### src/rtl/lcd_timing_pkg.sv
// ============================================================================
// Module   : lcd_timing_pkg
// Brief    : Default 480x272 panel timing and the shared coordinate width.
// Revision : 1.0
// ============================================================================
`default_nettype none

package lcd_timing_pkg;

    localparam int LCD_H_ACTIVE = 480;
    localparam int LCD_H_FP     = 2;
    localparam int LCD_H_SYNC   = 41;
    localparam int LCD_H_BP     = 2;
    localparam int LCD_V_ACTIVE = 272;
    localparam int LCD_V_FP     = 2;
    localparam int LCD_V_SYNC   = 10;
    localparam int LCD_V_BP     = 2;

    localparam int LCD_H_TOTAL  = LCD_H_ACTIVE + LCD_H_FP + LCD_H_SYNC + LCD_H_BP;
    localparam int LCD_V_TOTAL  = LCD_V_ACTIVE + LCD_V_FP + LCD_V_SYNC + LCD_V_BP;

    // Coordinate width shared with the renderer; totals must fit in it.
    localparam int LCD_COORD_W  = 11;

    typedef logic [LCD_COORD_W-1:0] coord_t;

endpackage

`default_nettype wire

### src/rtl/lcd_axis_cnt.sv
// ============================================================================
// Module   : lcd_axis_cnt
// Brief    : Enabled modulo-TOTAL counter with a wrap pulse on its last count.
// Revision : 1.0
// ============================================================================
`default_nettype none

module lcd_axis_cnt
    import lcd_timing_pkg::*;
#(
    parameter int TOTAL = LCD_H_TOTAL
) (
    input  logic   clk,
    input  logic   rst,
    input  logic   en,
    output coord_t count,
    output logic   wrap
);

    localparam coord_t c_last = coord_t'(TOTAL - 1);

    coord_t r_count;

    assign wrap  = en && (r_count == c_last);
    assign count = r_count;

    always_ff @(posedge clk) begin
        if (rst) begin
            r_count <= '0;
        end else if (en) begin
            r_count <= wrap ? '0 : r_count + coord_t'(1);
        end
    end

endmodule

`default_nettype wire

### src/rtl/lcd_timing_gen.sv
// ============================================================================
// Module   : lcd_timing_gen
// Brief    : Raster timing generator (syncs, DEN, X/Y); registered outputs.
//            Define LCD_TIMING_FRAME_CNT_EN to add the 16-bit frame_cnt port.
// Revision : 1.0
// ============================================================================
`default_nettype none

module lcd_timing_gen
    import lcd_timing_pkg::*;
#(
    parameter int H_ACTIVE = LCD_H_ACTIVE,
    parameter int H_FP     = LCD_H_FP,
    parameter int H_SYNC   = LCD_H_SYNC,
    parameter int H_BP     = LCD_H_BP,
    parameter int V_ACTIVE = LCD_V_ACTIVE,
    parameter int V_FP     = LCD_V_FP,
    parameter int V_SYNC   = LCD_V_SYNC,
    parameter int V_BP     = LCD_V_BP,
    parameter bit HS_POL   = 1'b0,
    parameter bit VS_POL   = 1'b0
) (
    input  logic   clk,
    input  logic   rst_in,
    output logic   hsync,
    output logic   vsync,
    output logic   den,
    output coord_t x,
    output coord_t y,
    output logic   frame_start
`ifdef LCD_TIMING_FRAME_CNT_EN
    ,
    output logic [15:0] frame_cnt
`endif
);

    localparam int H_TOTAL = H_ACTIVE + H_FP + H_SYNC + H_BP;
    localparam int V_TOTAL = V_ACTIVE + V_FP + V_SYNC + V_BP;

    localparam coord_t c_h_active = coord_t'(H_ACTIVE);
    localparam coord_t c_hs_start = coord_t'(H_ACTIVE + H_FP);
    localparam coord_t c_hs_end   = coord_t'(H_ACTIVE + H_FP + H_SYNC);
    localparam coord_t c_v_active = coord_t'(V_ACTIVE);
    localparam coord_t c_vs_start = coord_t'(V_ACTIVE + V_FP);
    localparam coord_t c_vs_end   = coord_t'(V_ACTIVE + V_FP + V_SYNC);

    coord_t w_hcnt;
    coord_t w_vcnt;
    logic   w_h_wrap;
    logic   w_v_wrap;

    lcd_axis_cnt #(.TOTAL(H_TOTAL)) u_hcnt (
        .clk   (clk),
        .rst   (rst_in),
        .en    (1'b1),
        .count (w_hcnt),
        .wrap  (w_h_wrap)
    );

    lcd_axis_cnt #(.TOTAL(V_TOTAL)) u_vcnt (
        .clk   (clk),
        .rst   (rst_in),
        .en    (w_h_wrap),
        .count (w_vcnt),
        .wrap  (w_v_wrap)
    );

    // Window decode of the current counter position, registered below so
    // every output moves on the same edge.
    logic w_den;
    logic w_hs_win;
    logic w_vs_win;
    logic w_frame_start;

    assign w_den         = (w_hcnt < c_h_active) && (w_vcnt < c_v_active);
    assign w_hs_win      = (w_hcnt >= c_hs_start) && (w_hcnt < c_hs_end);
    assign w_vs_win      = (w_vcnt >= c_vs_start) && (w_vcnt < c_vs_end);
    assign w_frame_start = (w_hcnt == '0) && (w_vcnt == '0);

    always_ff @(posedge clk) begin
        if (rst_in) begin
            hsync       <= ~HS_POL;
            vsync       <= ~VS_POL;
            den         <= 1'b0;
            x           <= '0;
            y           <= '0;
            frame_start <= 1'b0;
        end else begin
            hsync       <= w_hs_win ? HS_POL : ~HS_POL;
            vsync       <= w_vs_win ? VS_POL : ~VS_POL;
            den         <= w_den;
            x           <= w_den ? w_hcnt : '0;
            y           <= w_den ? w_vcnt : '0;
            frame_start <= w_frame_start;
        end
    end

`ifdef LCD_TIMING_FRAME_CNT_EN
    // Counts on the edge that registers frame_start, so it reads 1 during
    // the first pulse after reset.
    always_ff @(posedge clk) begin
        if (rst_in) begin
            frame_cnt <= '0;
        end else if (w_frame_start) begin
            frame_cnt <= frame_cnt + 16'd1;
        end
    end
`else
    // Frame counter absent in this build.
`endif

endmodule

`default_nettype wire

### config.mk
export PLATFORM = sky130hd
export DESIGN_NAME = lcd_timing_gen
export DESIGN_NICKNAME = d
export VERILOG_FILES = /design/src/rtl/lcd_timing_pkg.sv /design/src/rtl/lcd_axis_cnt.sv /design/src/rtl/lcd_timing_gen.sv
export SDC_FILE = /design/constraint.sdc
export NUM_CORES = 1
export LEC_CHECK = 0
export CORE_MARGIN = 5
export CORE_UTILIZATION = 47
export DETAILED_ROUTE_END_ITERATION = 10
export MAX_ROUTING_LAYER = met4
export PLACE_DENSITY = 0.76
export REMOVE_ABC_BUFFERS = 1
export SLEW_MARGIN = 20
export SYNTH_ARGS = -nofsm -noshare
export SYNTH_HDL_FRONTEND = slang
export SYNTH_SLANG_ARGS = --single-unit
### constraint.sdc
create_clock -name clk -period 1.5 [get_ports clk]
set_input_delay 0.375 -clock clk [delete_from_list [all_inputs] [get_ports clk]]
set_output_delay 0.375 -clock clk [all_outputs]
set_load 0.1 [all_outputs]
## Word-level counts from Yosys, hierarchy flattened

Cells that the tools add are included.

- Add/sub/neg operators: 2
- Mux-type cells: 3
- $lt $le $gt $ge: 6
- Equal/unequal tests: 2
- Reductions and logical operators: 9
- Bitwise gates (word level): 1

Operators with widths:

| kind | count |
|---|---|
| 11-bit by 9-bit < comparator with 1-bit output, second input constant | 3 |
| 11-bit by 1-bit adder with 11-bit output, second input constant | 2 |
| 11-bit by 9-bit greater-or-equal comparator with 1-bit output, second input constant | 2 |
| 11-bit logical NOT | 2 |
| 11-bit by 10-bit == test with 1-bit output, second input constant | 1 |
| 11-bit by 9-bit == test with 1-bit output, second input constant | 1 |
| 11-bit by 10-bit < comparator with 1-bit output, second input constant | 1 |
| 11-bit two-way mux | 1 |
| 1-bit logical AND | 5 |
| 2-bit OR reduction | 2 |
| 1-bit two-way mux | 2 |
| 1-bit NOT | 1 |

- Word-level logic and storage cells: 31
- Register bits: 48
- Output and inout port bits: 26
- Input bits: 2

## Logic depth before layout (Yosys ltp)

Gate-level depths: netlist of the first run.

- Depth in word-level cells: 4
- Depth in mapped cells: 7
- Depth with buffers taken out: 6

## Modules after synthesis

Synthesis of the first run repeated with hierarchy kept, for this count alone.

- Cells, all modules: 193
- Area, all modules: 1998.2 um2

Modules (own cells, without submodules):

| module | times used | sequential area each (um2) | cells each | area each (um2) |
|---|---|---|---|---|
| lcd_timing_gen | 1 | 520.5 | 76 | 934.6 |
| lcd_axis_cnt (u_hcnt) | 1 | 220.2 | 60 | 531.8 |
| lcd_axis_cnt (u_vcnt) | 1 | 220.2 | 57 | 531.8 |

## Worst setup path after synthesis of the first run

OpenSTA, ideal clock, no wires.

- Path type: register -> register
- From: register u_hcnt.r_count[0] (netlist: u_hcnt.count[0])
- To: register u_vcnt.r_count[3] (netlist: u_vcnt.count[3])
- Arrival time: 1.574 ns
- Cell stages (with the launch flop): 7
- Library setup time: 0.068 ns
- Slack: -0.141 ns
- Path buffers: 0
- Required time: 1.432 ns
- Clock period less this slack: 1.641 ns
- Path through: dfxtp_1 -> inv_1 -> ha_1 -> and4b_2 -> nand4_4 -> or4_4 -> a21oi_2

- Word-level cells in the longest chain between the ends: 3

RTL lines:

| what | RTL line | source |
|---|---|---|
| start, declared | lcd_axis_cnt.sv:22 | `coord_t r_count;` |
| start signal, assigned | lcd_axis_cnt.sv:31 | `r_count <= wrap ? '0 : r_count + coord_t'(1);` |
| 11-bit by 10-bit == test with 1-bit output (*) | lcd_axis_cnt.sv:24 | `assign wrap = en && (r_count == c_last);` |
| 1-bit logical AND | lcd_axis_cnt.sv:24 |  |
| 11-bit two-way mux | lcd_axis_cnt.sv:31 |  |
| end signal, assigned | lcd_axis_cnt.sv:31 |  |
| end, declared | lcd_axis_cnt.sv:22 |  |

Every way passes the cells marked *; elsewhere a longest branch is shown, timed or not.
A chain may end at the register's enable or synchronous reset.

## Final worst setup path of the first run

- From: register u_hcnt.r_count[1] (netlist: u_hcnt.count[1])
- To: register u_vcnt.r_count[9] (netlist: u_vcnt.count[9])

The elaborated chain is that of the path after synthesis.

==> results of run 1 <==
[cell type report]
class	instances	area [µm²]	area share [%]
clock buffers	5	68.8	2.26
multi-input cells	136	972	31.9
clock inverters	3	42.5	1.40
well taps	50	62.6	2.05
flip-flops and latches	48	965	31.7
repair buffers	72	911	29.9
inverters	7	26.3	0.862
[cell usage after synthesis, types with 2 or more instances]
library cell	n
ha_1	5
buf_4	2
or3_1	5
xnor2_1	6
and4_1	6
dfxtp_1	48
nor4_1	5
and2_1	19
xor2_1	5
and3_1	3
clkbuf_1	2
o21ai_0	6
inv_1	7
nand3_1	7
nand4_1	6
nor3_1	7
nor2_1	18
mux2i_1	3
a31oi_1	2
a21oi_1	6
nand4b_1	2
nand2_1	10
buf_2	5
[state kept, by name, summed over array words and instances (netlist names)]
name and flops:
den 1, u_hcnt.count 11, y 11, x 11, u_vcnt.count 11, frame_start 1, vsync 1, hsync 1
[path summary, 6_finish.rpt]
check	end	slack [ps]
max reg2reg	u_vcnt.count[9]$_SDFFE_PP0N_	-140
max	u_vcnt.count[9]$_SDFFE_PP0N_	-140
min reg2reg	y[2]$_SDFF_PP0_	560
min	y[2]$_SDFF_PP0_	560
[power by group through the flow]
stage | Clock (mW) | Sequential (mW) | Combinational [mW]
CTS | 0.937 | 1.31 | 0.278
global placement | 0 | 1.34 | 0.260
detailed placement | 0 | 1.34 | 0.262
floorplan | 0 | 1.44 | 0.0387
global route | 1.00 | 1.31 | 0.315
finish | 0.926 | 1.31 | 0.303
[critical path, delay by kind of cell (launching register included)]
kind,cells,cell delay [ps]
AOI/OAI and AO/OA,1,140
adders and majority gates,1,130
DFF,1,330
and+or+nand+nor,3,740
buffers and inverters,2,230
[cell families (layout without fill, tap and decap cells)]
kind of cell	Yosys count	count (layout)
fa+ha+maj	5	5
flops	48	48
other cells	1	4
simple gates	93	93
compound gates	20	20
xor+xnor	11	11
buf+inv	16	87
mux	3	3
[routing by layer]
layer | up-vias | share of wire [%] | GRT usage (%)
met5 | - | 0 | -
met4 | 0 | 2.7 | 8.45
met3 | 12 | 4.9 | 4.10
met2 | 51 | 50 | 32.4
met1 | 834 | 43 | 23.5
li1 | 825 | - | -
[repair_timing]
item                                    in CTS  in global routing
setup buffers                                4                  4
endpoints found under the setup margin      21                 35
resized for setup                           16                 15
pin swaps                                   11                  7
hold buffers                                 0                  0
gates cloned                                 0                  2
==> run summary, run 1 <==
Status: finished, violations left
Failing checks: negative setup slack
DR vias: 1722
Tmin final: 1640 ps
Worst r2r src: u_hcnt.count[1]$_SDFF_PP0_
Max IR drop VDD: 0.000581 V
Clock group share of total power: 36.5%
Largest net degree at the start of global routing: 16
Io pins: 28
Number of enable flip-flop cells after synthesis: 0
Main combinational cell family by area after synthesis: simple AND/OR/NAND/NOR gates
# setup viols final: 36
Sw Share: 24.7%
Unrepaired setup endpoints after global routing: yes
Core area: 3970 µm²
Synthesized flop and latch total: 48
Req. time, crit path: 1740 ps
HPWL reported at the end of detailed placement: 3.07 mm
Initial Util: 48.0%
First-pass GRT wire length: 7.96 mm
Setup CP Type: register to register
Asr flop ratio synth: 0%
Filler Cells Inserted: 227
Synth warnings: 0
Drt pass-1 iters: 5
Leak Pwr: 1.22 nW
Simple-Gate Fraction of Synth Area: 29.0%
Area Growth Syn to Fin: 60.1%
Worst hold start: u_vcnt.count[2]$_SDFFE_PP0N_
Worst path cell trace: inv_2 -> ha_4 -> and4b_2 -> nand4_1 -> buf_6 -> or3_4 -> a21oi_2
Comb power frac: 11.9%
Input/output buffers: 27
Die H: 73.7 µm
Yosys top cell area share: 50.5%
Sequential share of the synthesized area: 50.5%
Clock latency on the worst-skew pair: 300 ps
Ant diodes: 0
DRC errors left: 0
CTS sink cnt: 48
Post-route cell area: 3050 µm²
CP peak stage delay: 360 ps
Root Driver: clkbuf_8
Sw Pwr: 0.628 mW
Yosys top cell by area: dfxtp_1
Die extent in x: 73.7 µm
Main synth FF type: dfxtp_1
Worst slack, placed: -202 ps
P per Cell Area: 834 nW/µm²
Mux contribution to synthesized area: 1.58%
Type of origin of the critical path: register
Synth Area in Adders: 3.29%
Worst-path clk slew: 90 ps
Worst Hold Depth: 1
GPL Wtd Cong: 0.896
Commonest cells after routing, fill and taps aside: dfxtp_1 (45), buf_4 (38), buf_12 (27)
Post-DRT Antenna Nets: 0
Fin Clk Skew: 4.89 ps
Final worst-path cycle share: 109%
Remaining Overflow, GRT: 0
Placed cell area: 2740 µm²
Synth Instances: 197
Worst hold path class: register to register
Yosys cell types: 35
Hold Slack: 564 ps
Layout Utilization: 76.7%
Synth Area in Compound Gates: 6.57%
Row count: 23
CP Launch Point: u_hcnt.count[1]$_SDFF_PP0_
CP max FO: 6
Initial antenna violation count: 0
Wirelength per Cell: 15.9 µm
Total chip power: 2.54 mW
Slowest cell on the critical path: or3_4
DR iter-0 viols: 121
F_max: 0.610 GHz
Xor-xnor portion of the synthesized cell area: 5.06%
Layout cells sized above 1: 38.0%
Worst setup margin: -139 ps
GRT Total Usage: 19.8%
DIE AREA: 5430 µm²
CTS Buf Count: 5
Final cell count without fillers: 321
Max_cap viols: 0
Worst endpoint data arrival time: 1880 ps
Worst Reg2Reg Path Length in Cells: 7
Final Hold Viols: 0
Power share of the sequential group: 51.6%
CTS tree: built
Vias/cell: 5.36
Setup TNS: -2020 ps
Longest Clk Path Bufs: 2
Vias in the first global route: 1661
Commonest non-fill, non-tap cell in the layout: dfxtp_1
WL final: 5.12 mm
NumNets Final: 277
CP endpoint kind: register
Mean Syn Cell Area: 9.67 µm²
Post-Syn Area: 1900 µm²
Placed insts: 304
Internal power: 1.91 mW
Final slew viol count: 0
Depth of the CTS H-tree: 2
Largest cells by area after synthesis: dfxtp_1 (50%), and2_1 (6.2%), nor2_1 (3.5%)
Note: power is estimated with default switching activity, not from simulation.
==> inputs of run 2 (changes only) <==
- PLACE_DENSITY: 0.76 -> 0.73
==> run summary, run 2 (synthesis gave the netlist of run 1 again) <==
Status: finished, violations left
Failing checks: negative setup slack
GRT Total Usage: 18.9% (-0.88 points)
Input/output buffers: 27 (unchanged)
CTS Buf Count: 5 (unchanged)
Final slew viol count: 0 (unchanged)
Met3 WL post-DR: 314 µm (+24%)
Initial antenna violation count: 0 (unchanged)
DRC errors left: 0 (unchanged)
Placed cell area: 2760 µm² (+0.55%)
Hold Path End: y[5]$_SDFF_PP0_
P per Cell Area: 797 nW/µm² (-4.4%)
Top routing layer in use: met4
CTS sink cnt: 48 (unchanged)
Reg2reg end: u_vcnt.count[5]$_SDFFE_PP0N_
Initial Util: 48.0% (unchanged)
WL final: 4.80 mm (-6.3%)
HPWL reported at the end of detailed placement: 3.24 mm (+5.4%)
Wirelength per Cell: 15.0 µm (-5.7%)
Tmin final: 1720 ps (+76.5 ps)
Die extent in x: 73.7 µm (unchanged)
Filler Cells Inserted: 247 (+8.8%)
Layout Utilization: 75.6% (-1.1 points)
Remaining Overflow, GRT: 0 (unchanged)
Io pins: 28 (unchanged)
Worst slack, placed: -251 ps (-48.9 ps)
# setup viols final: 23 (-36%)
Worst Hold Depth: 1 (unchanged)
Layout cells sized above 1: 39.8% (+1.8 points)
Hold Slack: 546 ps (-18.5 ps)
Type of origin of the critical path: register
Core area: 3970 µm² (unchanged)
Setup CP Type: register to register
Worst r2r src: u_hcnt.count[1]$_SDFF_PP0_
Ant diodes: 0 (unchanged)
Total chip power: 2.39 mW (-5.8%)
Drt pass-1 iters: 4 (-1)
Worst hold start: u_vcnt.count[5]$_SDFFE_PP0N_
NumNets Final: 275 (-0.72%)
Worst endpoint data arrival time: 1950 ps (+70 ps)
Clock latency on the worst-skew pair: 310 ps (about the same)
Area Growth Syn to Fin: 57.7%
Max IR drop VDD: 0.000535 V (-7.9%)
Worst Reg2Reg Path Length in Cells: 6 (-1)
Max_cap viols: 0 (unchanged)
Leak Pwr: 1.22 nW (-0.18%)
CP max FO: 7 (+1)
First-pass GRT wire length: 7.52 mm (-5.5%)
Req. time, crit path: 1730 ps (about the same)
CTS tree: built
DIE AREA: 5430 µm² (unchanged)
Die H: 73.7 µm (unchanged)
Vias in the first global route: 1593 (-4.1%)
Depth of the CTS H-tree: 2 (unchanged)
Commonest non-fill, non-tap cell in the layout: dfxtp_1
Commonest cells after routing, fill and taps aside: dfxtp_1 (41), buf_4 (38), buf_12 (27)
Root Driver: clkbuf_8
Worst-path clk slew: 90 ps (about the same)
Setup TNS: -2350 ps (-329 ps)
Final worst-path cycle share: 114% (+5.1 points)
GPL Wtd Cong: 0.890 (-0.60%)
Vias/cell: 5.36 (about the same)
Fin Clk Skew: 11.4 ps (+6.53 ps)
Row count: 23 (unchanged)
Longest Clk Path Bufs: 2 (unchanged)
Post-DRT Antenna Nets: 0 (unchanged)
F_max: 0.583 GHz (-4.5%)
Placed insts: 306 (+0.66%)
Worst setup margin: -215 ps (-76.5 ps)
Largest net degree at the start of global routing: 15 (-1)
Met2 WL post-DR: 2.37 mm (-6.4%)
Final Hold Viols: 0 (unchanged)
CP endpoint kind: register
Post-route cell area: 3000 µm² (-1.5%)
DR iter-0 viols: 190 (+57%)
Unrepaired setup endpoints after global routing: yes
DR vias: 1711 (-0.64%)
Worst hold path class: register to register
Final cell count without fillers: 319 (-0.62%)
Reg2Reg Setup Slack: -220 ps (-80 ps)
Met1 wire length: 2.03 mm (-7.3%)
==> run 2: layout make-up <==
| class | instances | area (µm²) | share of cell area (%) |
|---|---|---|---|
| Inverter | 7 | 26.3 | 0.875 |
| Tap cell | 50 | 62.6 | 2.08 |
| Multi-Input combinational cell | 136 | 977 | 32.5 |
| Timing Repair Buffer | 70 | 875 | 29.1 |
| Sequential cell | 48 | 970 | 32.3 |
| Clock buffer | 6 | 82.6 | 2.75 |
| Clock inverter | 2 | 10.0 | 0.333 |
==> run 2: what timing repair did <==
item	CTS	global route
hold buffers	0	0
buffers inserted	3	1
setup endpoints to repair	20	37
gates cloned	0	1
resized for setup	13	21
pin swaps	10	4
==> run 2: worst max path at each step <==
stage,startpoint,to,slack [ps]
final,u_hcnt.count[1]$_SDFF_PP0_,u_vcnt.count[5]$_SDFFE_PP0N_,-220
after global routing,u_hcnt.count[1]$_SDFF_PP0_,u_vcnt.count[3]$_SDFFE_PP0N_,-260
after CTS,u_hcnt.count[1]$_SDFF_PP0_,u_vcnt.count[3]$_SDFFE_PP0N_,-160
after detailed placement,rst_in,x[3]$_SDFF_PP0_,-250
after global placement,rst_in,y[6]$_SDFF_PP0_,-190
after floorplan,u_hcnt.count[0]$_SDFF_PP0_,u_vcnt.count[3]$_SDFFE_PP0N_,-140
==> run 2: critical path, cell delays in order, from the launching register on <==
cell,delay (ps)
dfxtp_2,340
inv_2,60
ha_4,130
and4b_2,280
nand4_1,270
or3_1,390
a21oi_1,170
==> run 2: per-layer routing <==
layer,vias up,track usage (%)
li1,825,-
met1,811,22.4
met2,67,29.9
met3,8,5.20
met4,0,8.45
met5,-,-
==> run 2: where the power goes <==
part           switching [mW]  internal [mW]  leakage, nW  total, mW
registers              0.0158           1.30        0.393       1.31
clock network           0.422          0.368       0.0510      0.790
logic                   0.172          0.120        0.778      0.292
==> inputs of run 3 (changes only) <==
- CORE_ASPECT_RATIO: unset -> 1.75
- CTS_CLUSTER_DIAMETER: unset -> 60
- SLEW_MARGIN: 20 -> 10
==> run summary, run 3 (synthesis gave the netlist of run 1 again) <==
Status: finished, violations left
Failing checks: negative setup slack
DIE AREA: 5470 µm² (+0.92%)
Drt pass-1 iters: 4 (unchanged)
Final cell count without fillers: 314 (-1.6%)
Post-route cell area: 3100 µm² (+3.4%)
Vias/cell: 5.44 (+1.4%)
Vias in the first global route: 1635 (+2.6%)
Initial Util: 48.8% (+0.83 points)
Family with the most delay on the worst path: simple AND/OR/NAND/NOR gates
Final slew viol count: 0 (unchanged)
HPWL reported at the end of detailed placement: 3.57 mm (+10%)
Initial antenna violation count: 0 (unchanged)
Wirelength per Cell: 17.0 µm (+13%)
DR vias: 1708 (-0.18%)
Worst hold start: u_vcnt.count[1]$_SDFFE_PP0N_
First-pass GRT wire length: 7.94 mm (+5.5%)
Placed cell area: 2730 µm² (-0.91%)
GRT Total Usage: 19.7% (+0.81 points)
Die extent in x: 58.1 µm (-21%)
Tmin final: 1690 ps (-29.9 ps)
GR peak layer: met2
Layout Utilization: 79.5% (+3.9 points)
Reg2Reg Setup Slack: -190 ps (+30 ps)
Ant diodes: 0 (unchanged)
F_max: 0.593 GHz (+1.8%)
GPL Wtd Cong: 0.903 (+1.4%)
CP endpoint kind: register
Remaining Overflow, GRT: 0 (unchanged)
Clock latency on the worst-skew pair: 300 ps (about the same)
Worst-path clk slew: 80 ps (about the same)
Post-DRT Antenna Nets: 0 (unchanged)
Largest net degree at the start of global routing: 14 (-1)
Max IR drop VDD: 0.00119 V (+120%)
Hold Path End: u_vcnt.count[1]$_SDFFE_PP0N_
GR Util met2: 36.9% (+7.0 points)
Max_cap viols: 0 (unchanged)
Fin Clk Skew: 5.26 ps (-6.16 ps)
# setup viols final: 20 (-13%)
WL final: 5.34 mm (+11%)
Placed insts: 301 (-1.6%)
Input/output buffers: 27 (unchanged)
Longest Clk Path Bufs: 2 (unchanged)
Io pins: 28 (unchanged)
Req. time, crit path: 1740 ps (about the same)
CP peak stage delay: 470 ps (+80 ps)
Depth of the CTS H-tree: 2 (unchanged)
Core area: 3900 µm² (-1.7%)
Final worst-path cycle share: 112% (-2.0 points)
Leak Pwr: 1.20 nW (-1.4%)
Final Hold Viols: 0 (unchanged)
Worst setup margin: -185 ps (+29.9 ps)
DRC errors left: 0 (unchanged)
Number of buffers and inverters on the critical path: 1 (unchanged)
CP max FO: 7 (unchanged)
Root Driver: clkbuf_8
NumNets Final: 274 (-0.36%)
Worst hold path class: register to register
Worst endpoint data arrival time: 1930 ps (-20 ps)
Unrepaired setup endpoints after global routing: yes
CTS tree: built
GR Util met1: 19.6% (-2.8 points)
Commonest cells after routing, fill and taps aside: dfxtp_1 (43), buf_4 (36), buf_12 (27)
Die H: 94.2 µm (+28%)
Layout cells sized above 1: 43.6% (+3.8 points)
Commonest non-fill, non-tap cell in the layout: dfxtp_1
Slowest cell on the critical path: or3_1
Worst Hold Depth: 2 (+1)
Reg2reg end: u_vcnt.count[7]$_SDFFE_PP0N_
P per Cell Area: 808 nW/µm² (+1.3%)
Worst path cell trace: inv_2 -> ha_4 -> and4b_2 -> nand4_1 -> or3_1 -> a21oi_2
Crit. path cell count: 6 (unchanged)
Area Growth Syn to Fin: 63.0%
Worst Reg2Reg Path Length in Cells: 6 (unchanged)
Met3 GRT Util: 3.03% (-2.2 points)
Hold_buf cts: 0 (unchanged)
Worst r2r src: u_hcnt.count[1]$_SDFF_PP0_
CTS sink cnt: 48 (unchanged)
Type of origin of the critical path: register
DR iter-0 viols: 66 (-65%)
CTS Buf Count: 5 (unchanged)
Setup CP Type: register to register
Row count: 30 (+30%)
-- run 3: changes by cell type in the layout (fill, tap and decap cells not counted), moves of 3 or more --
cell,before,now
nor2_4,0,9
nor2_1,16,6
a21oi_2,2,5
a21oi_1,5,2
-- run 3: worst reg2reg max path, stage by stage (launching register included) --
cell,delay [ps]
dfxtp_2,330
inv_2,60
ha_4,130
and4b_2,240
nand4_1,270
or3_1,480
a21oi_2,120
-- run 3: area by class of cell --
cell class              count  area (µm²)
fillers                   223         800
inverters                   7        26.3
repair buffers             69         891
flip-flops and latches     48         967
clock buffers               5        68.8
clock inverters             1        30.0
well taps                  48        60.1
multi-input cells         136        1060
-- run 3: worst max path at each step --
stage	startpoint	end	slack, ps
floorplan	u_hcnt.count[0]$_SDFF_PP0_	u_vcnt.count[3]$_SDFFE_PP0N_	-140
global placement	u_hcnt.count[0]$_SDFF_PP0_	u_vcnt.count[7]$_SDFFE_PP0N_	-190
detailed placement	u_hcnt.count[0]$_SDFF_PP0_	u_vcnt.count[9]$_SDFFE_PP0N_	-260
CTS	u_hcnt.count[1]$_SDFF_PP0_	u_vcnt.count[9]$_SDFFE_PP0N_	-150
global route	u_hcnt.count[1]$_SDFF_PP0_	u_vcnt.count[7]$_SDFFE_PP0N_	-290
finish	u_hcnt.count[1]$_SDFF_PP0_	u_vcnt.count[7]$_SDFFE_PP0N_	-190
-- run 3: routing by layer --
metal | up-vias | wire, µm
li1 | 818 | -
met1 | 811 | 1840
met2 | 58 | 3080
met3 | 21 | 209
met4 | 0 | 210
met5 | - | 0
-- run 3: through the flow --
stage	worst slack [ps]	hold WS [ps]	power [mW]	TNS, ps
final	-185	555	2.51	-1250
after global routing	-286	574	2.58	-3610
after CTS	-151	526	2.48	-1080
after detailed placement	-261	515	1.61	-5700
after global placement	-193	509	1.60	-3840
after floorplan	-145	426	1.48	-442
-- run 3: power by group --
part,total [mW],switching (mW),internal [mW]
registers,1.31,0.0154,1.30
logic,0.316,0.189,0.127
clock network,0.881,0.402,0.478
total,2.51,0.606,1.90
-- run 3: what timing repair did --
item / CTS / global route
cloned: 0 / 1
setup buffers: 3 / 3
endpoints found under the setup margin: 21 / 39
resized for setup: 11 / 44
pin swaps: 12 / 20
